## src/rtl/yrv_ser_pkg.sv

```systemverilog
// rtl/yrv_ser_pkg.sv - shared types and constants for the yrv serial blocks
package yrv_ser_pkg;
  localparam int SER_DATA_BITS          = 8;
  localparam int SER_BIT_CYCLES_DEFAULT = 434;

  typedef enum logic [2:0] {IDLE, START, DATA, STOP, WAIT_HI} ser_rx_state_t;
endpackage

```

## src/rtl/yrv_sync2.sv

```systemverilog
// rtl/yrv_sync2.sv - two-flop synchronizer with a parameterized reset value
module yrv_sync2 #(
  parameter logic RESET_VAL = 1'b1
) (
  input  logic clk,
  input  logic rst,
  input  logic d,
  output logic q
);
  logic meta;

  always_ff @(posedge clk or posedge rst) begin
    if (rst) begin
      meta <= RESET_VAL;
      q    <= RESET_VAL;
    end else begin
      meta <= d;
      q    <= meta;
    end
  end
endmodule

```

## src/rtl/yrv_ser_rx.sv

```systemverilog
// rtl/yrv_ser_rx.sv - 8N1 serial receiver with valid/ready output and sticky error flags
module yrv_ser_rx
  import yrv_ser_pkg::*;
#(
  parameter int BIT_CYCLES = SER_BIT_CYCLES_DEFAULT
) (
  input  logic                     clk,
  input  logic                     reset,
  input  logic                     ser_rxd_in,
  input  logic                     rx_ready,
  input  logic                     err_clr,
  output logic [SER_DATA_BITS-1:0] rx_data,
  output logic                     rx_valid,
  output logic                     frame_err,
  output logic                     overrun,
  output logic                     busy
);
  localparam int            CW   = $clog2(BIT_CYCLES);
  localparam logic [CW-1:0] HALF = CW'(BIT_CYCLES / 2 - 1);
  localparam logic [CW-1:0] FULL = CW'(BIT_CYCLES - 1);
  localparam logic [2:0]    LAST = 3'(SER_DATA_BITS - 1);

  ser_rx_state_t            state, state_n;
  logic [CW-1:0]            cnt, cnt_n;
  logic [2:0]               bit_idx, bit_idx_n;
  logic [SER_DATA_BITS-1:0] shreg, shreg_n;
  logic                     rxd_s;
  logic                     tick;
  logic                     deliver;
  logic                     ferr_set;

  yrv_sync2 #(.RESET_VAL(1'b1)) u_sync (
    .clk (clk),
    .rst (reset),
    .d   (ser_rxd_in),
    .q   (rxd_s)
  );

  assign tick = (cnt == '0);

  always_ff @(posedge clk or posedge reset) begin
    if (reset) begin
      state   <= IDLE;
      cnt     <= '0;
      bit_idx <= '0;
      shreg   <= '0;
      busy    <= 1'b0;
    end else begin
      state   <= state_n;
      cnt     <= cnt_n;
      bit_idx <= bit_idx_n;
      shreg   <= shreg_n;
      busy    <= (state_n != IDLE);
    end
  end

  always_comb begin
    state_n   = state;
    cnt_n     = cnt;
    bit_idx_n = bit_idx;
    shreg_n   = shreg;
    deliver   = 1'b0;
    ferr_set  = 1'b0;
    case (state)
      IDLE: begin
        if (!rxd_s) begin
          state_n = START;
          cnt_n   = HALF;
        end
      end
      START: begin
        if (!tick) begin
          cnt_n = cnt - 1'b1;
        end else if (!rxd_s) begin
          state_n   = DATA;
          cnt_n     = FULL;
          bit_idx_n = '0;
        end else begin
          state_n = IDLE;
        end
      end
      DATA: begin
        if (!tick) begin
          cnt_n = cnt - 1'b1;
        end else begin
          shreg_n   = {rxd_s, shreg[SER_DATA_BITS-1:1]};
          cnt_n     = FULL;
          bit_idx_n = bit_idx + 3'd1;
          if (bit_idx == LAST) state_n = STOP;
        end
      end
      STOP: begin
        if (!tick) begin
          cnt_n = cnt - 1'b1;
        end else if (rxd_s) begin
          deliver = 1'b1;
          state_n = IDLE;
        end else begin
          ferr_set = 1'b1;
          state_n  = WAIT_HI;
        end
      end
      WAIT_HI: begin
        // a held break must go high before another start can be seen
        if (rxd_s) state_n = IDLE;
      end
      default: state_n = IDLE;
    endcase
  end

  always_ff @(posedge clk or posedge reset) begin
    if (reset) begin
      rx_data   <= '0;
      rx_valid  <= 1'b0;
      frame_err <= 1'b0;
      overrun   <= 1'b0;
    end else begin
      if (err_clr) begin
        frame_err <= 1'b0;
        overrun   <= 1'b0;
      end
      if (ferr_set) frame_err <= 1'b1;
      if (deliver) begin
        if (!rx_valid || rx_ready) begin
          rx_data  <= shreg;
          rx_valid <= 1'b1;
        end else begin
          overrun <= 1'b1;
        end
      end else if (rx_valid && rx_ready) begin
        rx_valid <= 1'b0;
      end
    end
  end
endmodule

```

## config.mk

```make
export PLATFORM = sky130hd
export DESIGN_NAME = yrv_ser_rx
export DESIGN_NICKNAME = d
export VERILOG_FILES = /design/src/rtl/yrv_ser_pkg.sv /design/src/rtl/yrv_sync2.sv /design/src/rtl/yrv_ser_rx.sv
export SDC_FILE = /design/constraint.sdc
export NUM_CORES = 1
export LEC_CHECK = 0
export CORE_MARGIN = 2
export CORE_UTILIZATION = 45
export DETAILED_ROUTE_END_ITERATION = 7
export GPL_TIMING_DRIVEN = 0
export PLACE_DENSITY = 0.71
export SLEW_MARGIN = 30
export SYNTH_ARGS = -nofsm -noshare
export SYNTH_HDL_FRONTEND = slang
export SYNTH_SLANG_ARGS = --single-unit
export TNS_END_PERCENT = 10
```

## constraint.sdc

```tcl
create_clock -name clk -period 1.95 [get_ports clk]
set_clock_uncertainty 0.1 [all_clocks]
set_input_delay 0.4875 -clock clk [delete_from_list [all_inputs] [get_ports clk]]
set_output_delay 0.4875 -clock clk [all_outputs]
set_load 0.03 [all_outputs]
```

==> implementation parameters <==
Parameter                              Value

STA
  Final setup violating endpoints    22
  Tightest hold margin    0.261 ns
  Final period utilization    1.09
  Max Clk Rate    0.472 GHz
  Max-slew violation count    0
  Worst slew margin    0.484
  Clock period minus final worst setup slack    approximately 2.1 ns
  Final Worst Setup Slack    -0.170 ns
  Slew at the pin with the worst max-slew slack    0.773 ns
  Final count of hold timing violations    0
  RSZ-0062 raised after global routing    yes

Cells and area
  Leading cell type in the layout, fill and taps excluded    dfrtp_1
  Diodes inserted    0
  Most frequent cells in the layout    dfrtp_1, nand2_1, clkdlybuf4s50_1
  Layout net count    201
  Share of cells above drive strength 1    0.332
  Layout Area Growth over Synthesis    29.6%
  Non-Filler Cell Area, Final    2450 um^2

Setup path
  Critical path startpoint category    register
  Capture point of the worst reg-to-reg path    cnt[3]
  Worst-case reg-to-reg path depth    5
  Beginning of the worst register-to-register path    cnt[2]
  Register-to-register setup slack    -0.17 ns
  Critical path destination    cnt[3]
  Critical path launch point    cnt[2]
  Arr. time, crit path    2.21 ns
  Kind of critical path    reg2reg
  Sort of element at the end of the critical path    register
  Largest fanout on the critical path    8
  Data required time of the critical path    approximately 2.0 ns

Place
  HPWL after detailed placement    2720 um
  Number of port buffers    16
  Pre-CTS worst setup slack    -0.441 ns
  Routability congestion estimate from global placement    0.850
  Instance area at placement    2120 um^2

Logic synthesis
  Area fraction in compound gates after synthesis    0.183
  Number of instances in the synthesized netlist    159
  Net count of the mapped netlist    roughly 170
  Adder-Cell Fraction of Synth Area    0.0264
  XOR/XNOR Fraction of Synth Area    0.00463
  Prevailing post-synth register cell    dfrtp_1
  Post-synthesis cell type count    55
  Avg Cell Area, Syn    11.9 um^2
  Number of enable-type register cells in the synthesized netlist    0
  Main combinational cell family by area after synthesis    compound AO/OA/AOI/OAI gates
  Number of warnings issued by yosys    0
  Synth Register Bits    37
  Async set-or-reset flop fraction in the synthesized netlist    1.00
  Multiplexer share of the synthesized area    0.111
  Area share of and/or/nand/nor cells after synthesis    0.145
  Post-Syn Area    between 1500 and 2000 um^2
  Seq/Total Area, Yosys    0.490

Global routing
  Antenna violations before repair    0
  First-pass GRT wire length    about 7000 um
  Sum of overflow across all layers after global routing    0
  Maximum number of pins on one net before global-route repair    38
  Global Route Usage Sum    0.199
  Vias in the first global route    between 1000 and 1500

Die
  Vertical die dimension    between 60 and 70 um
  Row count    23
  Starting density of the core    0.470
  Number of top-level design ports    17
  Total core area    approximately 4000 um^2
  Die width    68.9 um
  Total die area    4740 um^2

Run status
  Outcome    finished with violations
  Violations in the final reports    negative setup slack

Clocking
  Number of clock sinks    37
  Clock slew at reported path FFs    about 0.08 ns
  Source-to-sink clock delay at the later pin of the worst-skew pair    0.29 ns
  Hold buffer count at CTS    0
  Max H-tree Level    2
  Clock buffer count from CTS    5
  Maximum number of buffers from clock root to sink    2
  CTS tree    built
  Clk root buf    clkbuf_8

Power and ir drop
  Pwr per Cell Area    about 660 nW/um^2
  Max IR drop VDD    0.450 mV
  Static Leakage    ~0.0013 uW

Hold path
  Source of the worst hold timing path    u_sync.meta
  Worst hold path class    reg2reg

Drt
  Count of routing violations after the opening detailed-route iteration    96
  Post-DRT Antenna Nets    0
  Remaining routing DRC violations    0
  Detail-routed via count per cell    5.86
  Total detailed-routing wirelength    4300 um
  Routed vias    roughly 1400
  Drt pass-1 iters    4
  Post-DR wirelength/cell    17.7 um

Flow run
  Max Cap Violations    0
registers in the layout, summed over array words and instances, names as in the netlist:
register	flops
bit_idx	3
busy	1
cnt	9
frame_err	1
overrun	1
rx_data	8
rx_valid	1
shreg	8
state	3
u_sync.meta	1
u_sync.q	1
logic make-up after synthesis:
logic type | Yosys count
compound gates | 43
simple gates | 43
flops | 37
mux | 16
buf+inv | 15
fa+ha+maj | 4
xor+xnor | 1
power by group:
group          switching [uW]  internal (uW)
clock network             287            515
registers               0.589            770
logic                    23.6           10.7
total                     312           1300
worst min path at each step:
stage / end / cells past startpoint
after floorplan: u_sync.q / 0
after global placement: u_sync.q / 0
after detailed placement: u_sync.q / 0
after CTS: u_sync.q / 0
after global routing: u_sync.q / 0
final: u_sync.q / 0
cells in the mapped netlist, types with 3 or more instances:
library cell / number / area share
a211o_1: 5 / 0.023
nor2_1: 8 / 0.016
a31oi_1: 4 / 0.013
nand2b_1: 3 / 0.0099
mux2_2: 8 / 0.048
a21o_1: 3 / 0.012
nand3_1: 4 / 0.011
clkbuf_1: 3 / 0.0059
mux2_4: 8 / 0.063
dfrtp_1: 35 / 0.46
nand2_1: 10 / 0.020
inv_1: 7 / 0.014
ha_1: 4 / 0.026
a21oi_1: 6 / 0.016
worst max-delay path, stage by stage (launching register included):
cell and delay (ns):
dfrtp_1 0.50, or4b_4 0.67, o31ai_4 0.31, buf_6 0.16
a21oi_2 0.05, o221a_1 0.22
through the flow:
| step | cells | setup TNS, ns | total power [uW] | util |
|---|---|---|---|---|
| 2_1_floorplan | 159 | -0.897 | 805 | - |
| 3_3_place_gp | 225 | -13.22 | 819 | 0.525 |
| 3_5_place_dp | 225 | -6.37 | 820 | 0.525 |
| 4_1_cts | 242 | -1.81 | 1620 | 0.594 |
| 5_1_grt | 243 | -4.05 | 1670 | 0.609 |
| 6_report | 243 | -1.99 | 1610 | 0.609 |
layout make-up:
class                      count  area, um^2
fill                         313        1580
multi-input combinational    108         998
sequential                    37         928
timing repair buffer          26         258
clock buffer                   5        68.8
clock inverter                 3        68.8
tap                           50        62.6
buffer                         7        42.5
inverter                       7        26.3
routing by layer:
layer	vias up	share of wire	global-route usage
met5	-	0	0
met4	0	0.017	0.0980
met3	9	0.048	0.0617
met2	47	0.49	0.305
met1	703	0.44	0.255
li1	666	-	-
repair_timing:
| action | in CTS | in global routing |
|---|---|---|
| gates resized for setup | 14 | 16 |
| endpoints found under the setup margin | 29 | 38 |
| pin swaps | 5 | 11 |
| gates cloned | 1 | 0 |
| buffers inserted | 8 | 2 |
(Power assumes the default switching activity.)
